[src/rtl/ps2_mouse_packet_assembler.sv]
// rtl/ps2_mouse_packet_assembler.sv - assembles PS/2 mouse bytes into 3-byte movement packets
module ps2_mouse_packet_assembler #(
    parameter int unsigned TIMEOUT_CYCLES  = 500000,
    parameter bit          SATURATE_OVF    = 1'b1,
    parameter bit          DROP_INIT_BYTES = 1'b1
) (
    input  logic       CLOCK_50,
    input  logic       resetn,
    input  logic [7:0] ps2_received_data,
    input  logic       ps2_received_data_en,
    output logic       left_button,
    output logic       right_button,
    output logic       middle_button,
    output logic [8:0] mouse_delta_x,
    output logic [8:0] mouse_delta_y,
    output logic       x_overflow,
    output logic       y_overflow,
    output logic       mouse_data_valid,
    output logic       sync_error
);

    localparam int unsigned           CNT_W    = $clog2(TIMEOUT_CYCLES + 1);
    localparam logic [CNT_W-1:0]      CNT_LAST = CNT_W'(TIMEOUT_CYCLES - 1);
    localparam logic [CNT_W-1:0]      CNT_MAX  = '1;

    typedef enum logic [1:0] {
        S_B0 = 2'd0,
        S_B1 = 2'd1,
        S_B2 = 2'd2
    } state_e;

    state_e           state_q, state_d;
    logic             synced_q, synced_d;
    logic [7:0]       b0_q, b0_d;
    logic [7:0]       b1_q, b1_d;
    logic [CNT_W-1:0] cnt_q, cnt_d;
    logic             publish;
    logic             sync_err_d;
    logic             is_init_byte;
    logic [8:0]       dx_pub, dy_pub;

    // Mouse ACK (0xFA) and self-test-pass (0xAA) bytes are only ignored before the stream is aligned.
    assign is_init_byte = DROP_INIT_BYTES && !synced_q &&
                          ((ps2_received_data == 8'hFA) || (ps2_received_data == 8'hAA));

    // Overflowed axes clamp to the extreme of their sign; otherwise the 9-bit delta is passed through.
    assign dx_pub = (SATURATE_OVF && b0_q[6]) ? (b0_q[4] ? 9'h100 : 9'h0FF)
                                              : {b0_q[4], b1_q};
    assign dy_pub = (SATURATE_OVF && b0_q[7]) ? (b0_q[5] ? 9'h100 : 9'h0FF)
                                              : {b0_q[5], ps2_received_data};

    // State, packet bytes, sync flag and inter-byte timeout counter.
    always_ff @(posedge CLOCK_50 or negedge resetn) begin
        if (!resetn) begin
            state_q  <= S_B0;
            synced_q <= 1'b0;
            b0_q     <= '0;
            b1_q     <= '0;
            cnt_q    <= '0;
        end else begin
            state_q  <= state_d;
            synced_q <= synced_d;
            b0_q     <= b0_d;
            b1_q     <= b1_d;
            cnt_q    <= cnt_d;
        end
    end

    // Next-state: byte alignment, packet capture and stall recovery; a strobe beats the timeout.
    always_comb begin
        state_d    = state_q;
        synced_d   = synced_q;
        b0_d       = b0_q;
        b1_d       = b1_q;
        cnt_d      = cnt_q;
        publish    = 1'b0;
        sync_err_d = 1'b0;
        case (state_q)
            S_B0: begin
                cnt_d = '0;
                if (ps2_received_data_en) begin
                    if (!ps2_received_data[3]) begin
                        sync_err_d = 1'b1;
                    end else if (!is_init_byte) begin
                        b0_d    = ps2_received_data;
                        state_d = S_B1;
                    end
                end
            end
            S_B1, S_B2: begin
                if (ps2_received_data_en) begin
                    cnt_d = '0;
                    if (state_q == S_B1) begin
                        b1_d    = ps2_received_data;
                        state_d = S_B2;
                    end else begin
                        state_d  = S_B0;
                        synced_d = 1'b1;
                        publish  = 1'b1;
                    end
                end else if (cnt_q == CNT_LAST) begin
                    state_d    = S_B0;
                    cnt_d      = '0;
                    sync_err_d = 1'b1;
                end else if (cnt_q != CNT_MAX) begin
                    cnt_d = cnt_q + 1'b1;
                end
            end
            default: begin
                state_d = S_B0;
                cnt_d   = '0;
            end
        endcase
    end

    // Packet outputs hold between publishes; valid and sync_error are single-cycle pulses.
    always_ff @(posedge CLOCK_50 or negedge resetn) begin
        if (!resetn) begin
            left_button      <= 1'b0;
            right_button     <= 1'b0;
            middle_button    <= 1'b0;
            mouse_delta_x    <= '0;
            mouse_delta_y    <= '0;
            x_overflow       <= 1'b0;
            y_overflow       <= 1'b0;
            mouse_data_valid <= 1'b0;
            sync_error       <= 1'b0;
        end else begin
            mouse_data_valid <= publish;
            sync_error       <= sync_err_d;
            if (publish) begin
                left_button   <= b0_q[0];
                right_button  <= b0_q[1];
                middle_button <= b0_q[2];
                mouse_delta_x <= dx_pub;
                mouse_delta_y <= dy_pub;
                x_overflow    <= b0_q[6];
                y_overflow    <= b0_q[7];
            end
        end
    end

endmodule
[config.mk]
export PLATFORM = sky130hd
export DESIGN_NAME = ps2_mouse_packet_assembler
export DESIGN_NICKNAME = d
export VERILOG_FILES = /design/src/rtl/ps2_mouse_packet_assembler.sv
export SDC_FILE = /design/constraint.sdc
export NUM_CORES = 1
export LEC_CHECK = 0
export CAP_MARGIN = 20
export CELL_PAD_IN_SITES_DETAIL_PLACEMENT = 1
export CELL_PAD_IN_SITES_GLOBAL_PLACEMENT = 1
export CORE_MARGIN = 2
export CORE_UTILIZATION = 35
export DETAILED_ROUTE_END_ITERATION = 7
export GPL_TIMING_DRIVEN = 0
export PLACE_DENSITY_LB_ADDON = 0.1
export SETUP_SLACK_MARGIN = 0.2
export SLEW_MARGIN = 10
export SYNTH_ARGS = -nofsm -noshare
export SYNTH_HDL_FRONTEND = slang
export SYNTH_SLANG_ARGS = --single-unit
[constraint.sdc]
create_clock -name CLOCK_50 -period 2 [get_ports CLOCK_50]
set_clock_uncertainty 0.15 [all_clocks]
set_input_delay 0.5 -clock CLOCK_50 [delete_from_list [all_inputs] [get_ports CLOCK_50]]
set_output_delay 0.5 -clock CLOCK_50 [all_outputs]
set_load 0.02 [all_outputs]
**Word-level counts from Yosys, hierarchy flattened**

Cells that the tools add are included.

- Flip-flop bits (word level): 63
- Latch bits: 0
- RAM bits: 0
- ROM bits: 0
- Output and inout port bits: 25
- Memories kept: 0

- $add $sub $neg: 1
- Multipliers: 0
- Div/mod/pow operators: 0
- Order comparisons: 0
- Equality and inequality tests: 11
- Shift operators: 0
- Mux-type cells: 23
- Bitwise logic cells: 2
- Reduce and logical (&&, ||, !) cells: 9

Operators by type and width:

| kind | count |
|---|---|
| 19-bit 2-to-1 mux | 4 |
| 9-bit 2-to-1 mux | 4 |
| 19-bit by 1-bit adder with 19-bit output, second input constant | 1 |
| 19-bit == test, second input constant | 1 |
| 19-bit != test, second input constant | 1 |
| 8-bit == test, second input constant | 2 |
| 2-bit 2-to-1 mux | 6 |
| 4-bit AND reduction | 2 |
| 1-bit 2-to-1 mux | 7 |
| 2-bit != test, second input constant | 3 |
| 3-bit AND reduction | 2 |
| 4-bit != test, second input constant | 1 |
| 2-bit case mux with 2 select lines | 1 |
| 3-bit != test, second input constant | 1 |
| 2-bit by 1-bit == test with 1-bit output, second input constant | 1 |
| 2-bit == test, second input constant | 1 |
| 2-bit zero test | 1 |
| 1-bit NOT | 2 |
| 1-bit case mux with 2 select lines | 1 |
| 2-bit OR reduction | 1 |
| 1-bit logical AND | 1 |
| 1-bit zero test | 1 |
| 1-bit logical OR | 1 |

**Logic depth before layout (Yosys ltp)**

- Depth in word-level cells: 7
- Mapped depth: 7
- Depth with buffers taken out: 6

**Worst setup path after synthesis**

No wires, ideal clock.

- Path kind: flip-flop to flip-flop
- Start: register state_q[0]
- End: register sync_error
- Arrival time: 1.720 ns
- Data required time: 1.773 ns
- Slack: 0.053 ns
- Cell stages (with the launch flop): 7
- Buffers on the path: 0
- Clock period less this slack: 1.947 ns
- Path through: dfrtp_1 > inv_1 > ha_1 > nor2b_1 > inv_1 > or4_1 > a21oi_1

- Word-level cells in the longest chain between the ends: 3
- Elaborated cells between the ends (all ways): 5
- Classes of those cells: eq/ne: 2; mux: 1; reduce/logical: 2

RTL lines:

| element | line | source |
|---|---|---|
| start: declaration | 32 | `state_e state_q, state_d;` |
| start signal: assignment | 61 | `state_q <= state_d;` |
| 2-bit by 1-bit == test with 1-bit output or 2-bit == test (tied branches) | 78 | `case (state_q)` |
| 2-bit OR reduction | 78 |  |
| 1-bit case mux with 2 select lines * | 78 |  |
| via sync_err_d | 38 | `logic sync_err_d;` |
| end signal: assignment | 130 | `sync_error <= sync_err_d;` |
| end: declaration | 19 | `output logic sync_error` |

The timed path passes the listed nets; every way through them passes the cells marked *.
A chain may end at the register's enable or synchronous reset.

**Worst setup path after layout**

- Start: register cnt_q[0]
- End: register cnt_q[12]

- Word-level cells in the longest chain between the ends: 5
- Elaborated cells between the ends (all ways): 8
- Classes of those cells: add/sub: 1; eq/ne: 3; mux: 4

RTL lines:

| element | line | source |
|---|---|---|
| start: declaration | 36 | `logic [CNT_W-1:0] cnt_q, cnt_d;` |
| start signal: assignment | 65 | `cnt_q <= cnt_d;` |
| 19-bit by 1-bit adder with 19-bit output | 106 | `cnt_d = cnt_q + 1'b1;` |
| 19-bit 2-to-1 mux | 105 | `end else if (cnt_q != CNT_MAX) begin` |
| 19-bit 2-to-1 mux | 101 | `end else if (cnt_q == CNT_LAST) begin` |
| 19-bit 2-to-1 mux | 91 | `if (ps2_received_data_en) begin` |
| 19-bit 2-to-1 mux | 78 |  |

Parallel ways exist; a longest one is shown, timed or not. The select of a mux whose other input is x is not followed.

==> summary.txt <==
Final layout
  • Diodes inserted: 0
  • Ratio of cells with drive above 1 in the final layout: 43.14%
  • Layout Nets: 360
  • Finished Layout Cells: 455
  • Area growth syn-to-layout: 48.33%

Power and ir drop
  • Max IR drop VDD: 0.6185 mV
  • PwrDens: 1279 nW/um^2
  • Leak: 1.767 nW
  • Final Power: 5.472 mW

Drt
  • TritonRoute pass-1 iters: 4
  • # DRC: 0
  • WL final: 8831 um
  • Antenna-violating nets left: 0
  • Average vias per placed instance: 5.446
  • Iter 0 DRT Violations: 69
  • Vias: 2478
  • Avg WL per Cell: 19.41 um

Critical path
  • Setup crit end kind: flop
  • Crit-path max FO: 5
  • Register-to-register setup slack: 0.08 ns
  • Arrival time at the worst endpoint: 2.05 ns
  • Reg2reg start: cnt_q[0]
  • WS Path Type: flop to flop
  • End of the critical path: cnt_q[12]
  • R2r endpoint: cnt_q[12]
  • Worst path required time: 2.13 ns
  • Crit start category: flop
  • Crit path from: cnt_q[0]
  • Reg2Reg Depth: 6

Place
  • Input/output buffers: 35
  • Post-DP HPWL: 5052 um
  • Placed Cells: 403
  • GP Congestion: 0.7505

CTS
  • Clock Tree Root: clkbuf_8
  • CTS tree: built
  • H-tree Lvls: 3
  • Num CTS Buffers: 9
  • Clk sinks: 62
  • Clk_lat worst skew: 0.35 ns
  • Max Root-Sink Buffers: 2
  • CTS clk-pin slew, worst paths: 0.07 ns

Logic synthesis
  • Synth top area share: 53.80%
  • Syn Nets: 277
  • Sequential area share after synthesis: 53.80%
  • Synth warn: 0
  • Most used DFF post-synth: dfrtp_1
  • Post-synth ARST share: 100.0%
  • Yosys top cell by area: dfrtp_1
  • Post-synthesis cell count: 262
  • Largest cells by area after synthesis: dfrtp_1, mux2_2, a21oi_1
  • Number of synthesized flops with an enable pin: 0
  • Cell Area, Synth: 2884 um^2
  • Synth cell types: 52
  • Top-count cell post-synth: dfrtp_1
  • Yosys reg bits: 62
  • Most frequent cells after synthesis: dfrtp_1, a21oi_1, mux2_2, nor2_1, nand3_1
  • Syn Area/Cell: 11.01 um^2

GRT
  • Vias in the first global route: 2563
  • Tot GR Track Use: 20.37%
  • Largest net degree at the start of global routing: 41
  • Global-route wire length before repair: 13640 um
  • Total global routing overflow: 0
  • Initial antenna violation count: 0

Floorplan
  • Die area: 8982 um^2
  • DIE HEIGHT: 94.78 um
  • I/O pins: 36
  • # rows: 33
  • Core Region: 8093 um^2
  • DIE WIDTH: 94.78 um
  • Starting Density: 35.64%

STA
  • Final Cycle Share: 95.85%
  • Worst rel slew slack: 64.92%
  • Tmin final: 1.917 ns
  • Tightest Pin Transition: 0.5242 ns
  • Total negative slack: 0 ns
  • Final hold vios: 0
  • # setup viols final: 0
  • Fmax achieved: 0.5217 GHz
  • RSZ-0062 raised after global routing: yes
  • Pins Over Slew Limit: 0

Hold path
  • Hold Path Cell Cnt: 1
  • Hold Crit Class: flop to flop

Outcome
  • Status: completed

Flow run
  • Max cap viols: 0
## layer usage
layer	up-vias	part of all wire [%]	global-route usage [%]
met5	-	0	0
met4	0	1.8	8.213
met3	12	3.0	4.310
met2	46	46	29.20
met1	1274	49	29.84
li1	1146	-	-
## area by class of cell
class / count / area [um^2]
fill: 881 / 3815
sequential: 62 / 1562
clock inverter: 6 / 70.07
multi-input combinational: 182 / 1554
tap: 105 / 131.4
buffer: 10 / 107.6
timing repair buffer: 72 / 685.7
inverter: 8 / 30.03
clock buffer: 10 / 137.6
## where the power goes
group	leakage, nW	switching [mW]	internal [mW]
Combinational	0.918	1.22	1.14
Clock	0.0951	0.559	0.615
Sequential	0.753	0.250	1.69
## worst min-delay path by stage
stage / from / end / slack (ns)
after floorplan: resetn / b0_q[0] / 0.05
after global placement: synced_q / synced_q / 0.33
after detailed placement: resetn / cnt_q[4] / 0.27
after CTS: mouse_delta_y[8] / mouse_delta_y[8] / 0.36
after global routing: ps2_received_data[4] / b0_q[4] / 0.38
final: left_button / left_button / 0.36
## logic make-up (layout without fill, tap and decap cells)
logic type / Yosys count / in the layout / synth area share (%)
buffers and inverters: 18 / 106 / 2.863
DFF: 62 / 62 / 53.80
and+or+nand+nor: 78 / 78 / 15.79
AOI/OAI and AO/OA: 75 / 75 / 16.18
xor gates and xnor gates: 1 / 1 / 0.3037
muxes: 24 / 24 / 9.328
adders and majority gates: 4 / 4 / 1.735
## cell usage in the layout, fill, tap and decap left out, types with 3 or more instances in the layout
cell / instances
dfrtp_1: 54
a21oi_1: 37
a21oi_2: 8
buf_12: 4
buf_6: 14
dfrtp_2: 8
nor2_1: 21
o21ai_0: 4
nor3_2: 3
mux2_2: 16
dlygate4sd2_1: 29
nand2_1: 3
clkinvlp_4: 3
nand4_1: 5
clkbuf_8: 11
inv_1: 5
buf_4: 24
or3_1: 4
mux2_4: 7
nand3_1: 7
nor3_4: 3
or4_4: 5
## stage by stage
step           cell area [um^2]  utilization, %  setup WS, ns  hold WS [ns]
2_1_floorplan              2934               -        0.1507       0.05441
6_report                   4278           52.86       0.08307        0.3603
3_3_place_gp               3416           42.21        -1.909        0.3314
4_1_cts                    4048           50.02       0.09407        0.3627
3_5_place_dp               3433           42.42       -0.6958        0.2718
5_1_grt                    4278           52.86       0.03661        0.3791
## state kept, by name, indices dropped and copies added, names as in the netlist, 2 cells and up
signal / flops
mouse_delta_y: 9
cnt_q: 19
mouse_delta_x: 9
b0_q: 7
b1_q: 8
state_q: 2
## worst max-delay path, cell delays in order (launching register included)
cell and delay [ns]:
dfrtp_1 0.43, ha_4 0.18, nand4_4 0.13, buf_6 0.17, a211o_1 0.27, or3_1 0.36, a21oi_2 0.15
## what timing repair did
item	4_1_cts	5_1_grt
resized for setup	89	45
endpoints found under the setup margin	77	57
pin swaps	18	15
hold endpoints to repair	22	0
hold buffers	1	0
gates cloned	1	1
setup buffers	24	9
Note: power is estimated with default switching activity, not from simulation.
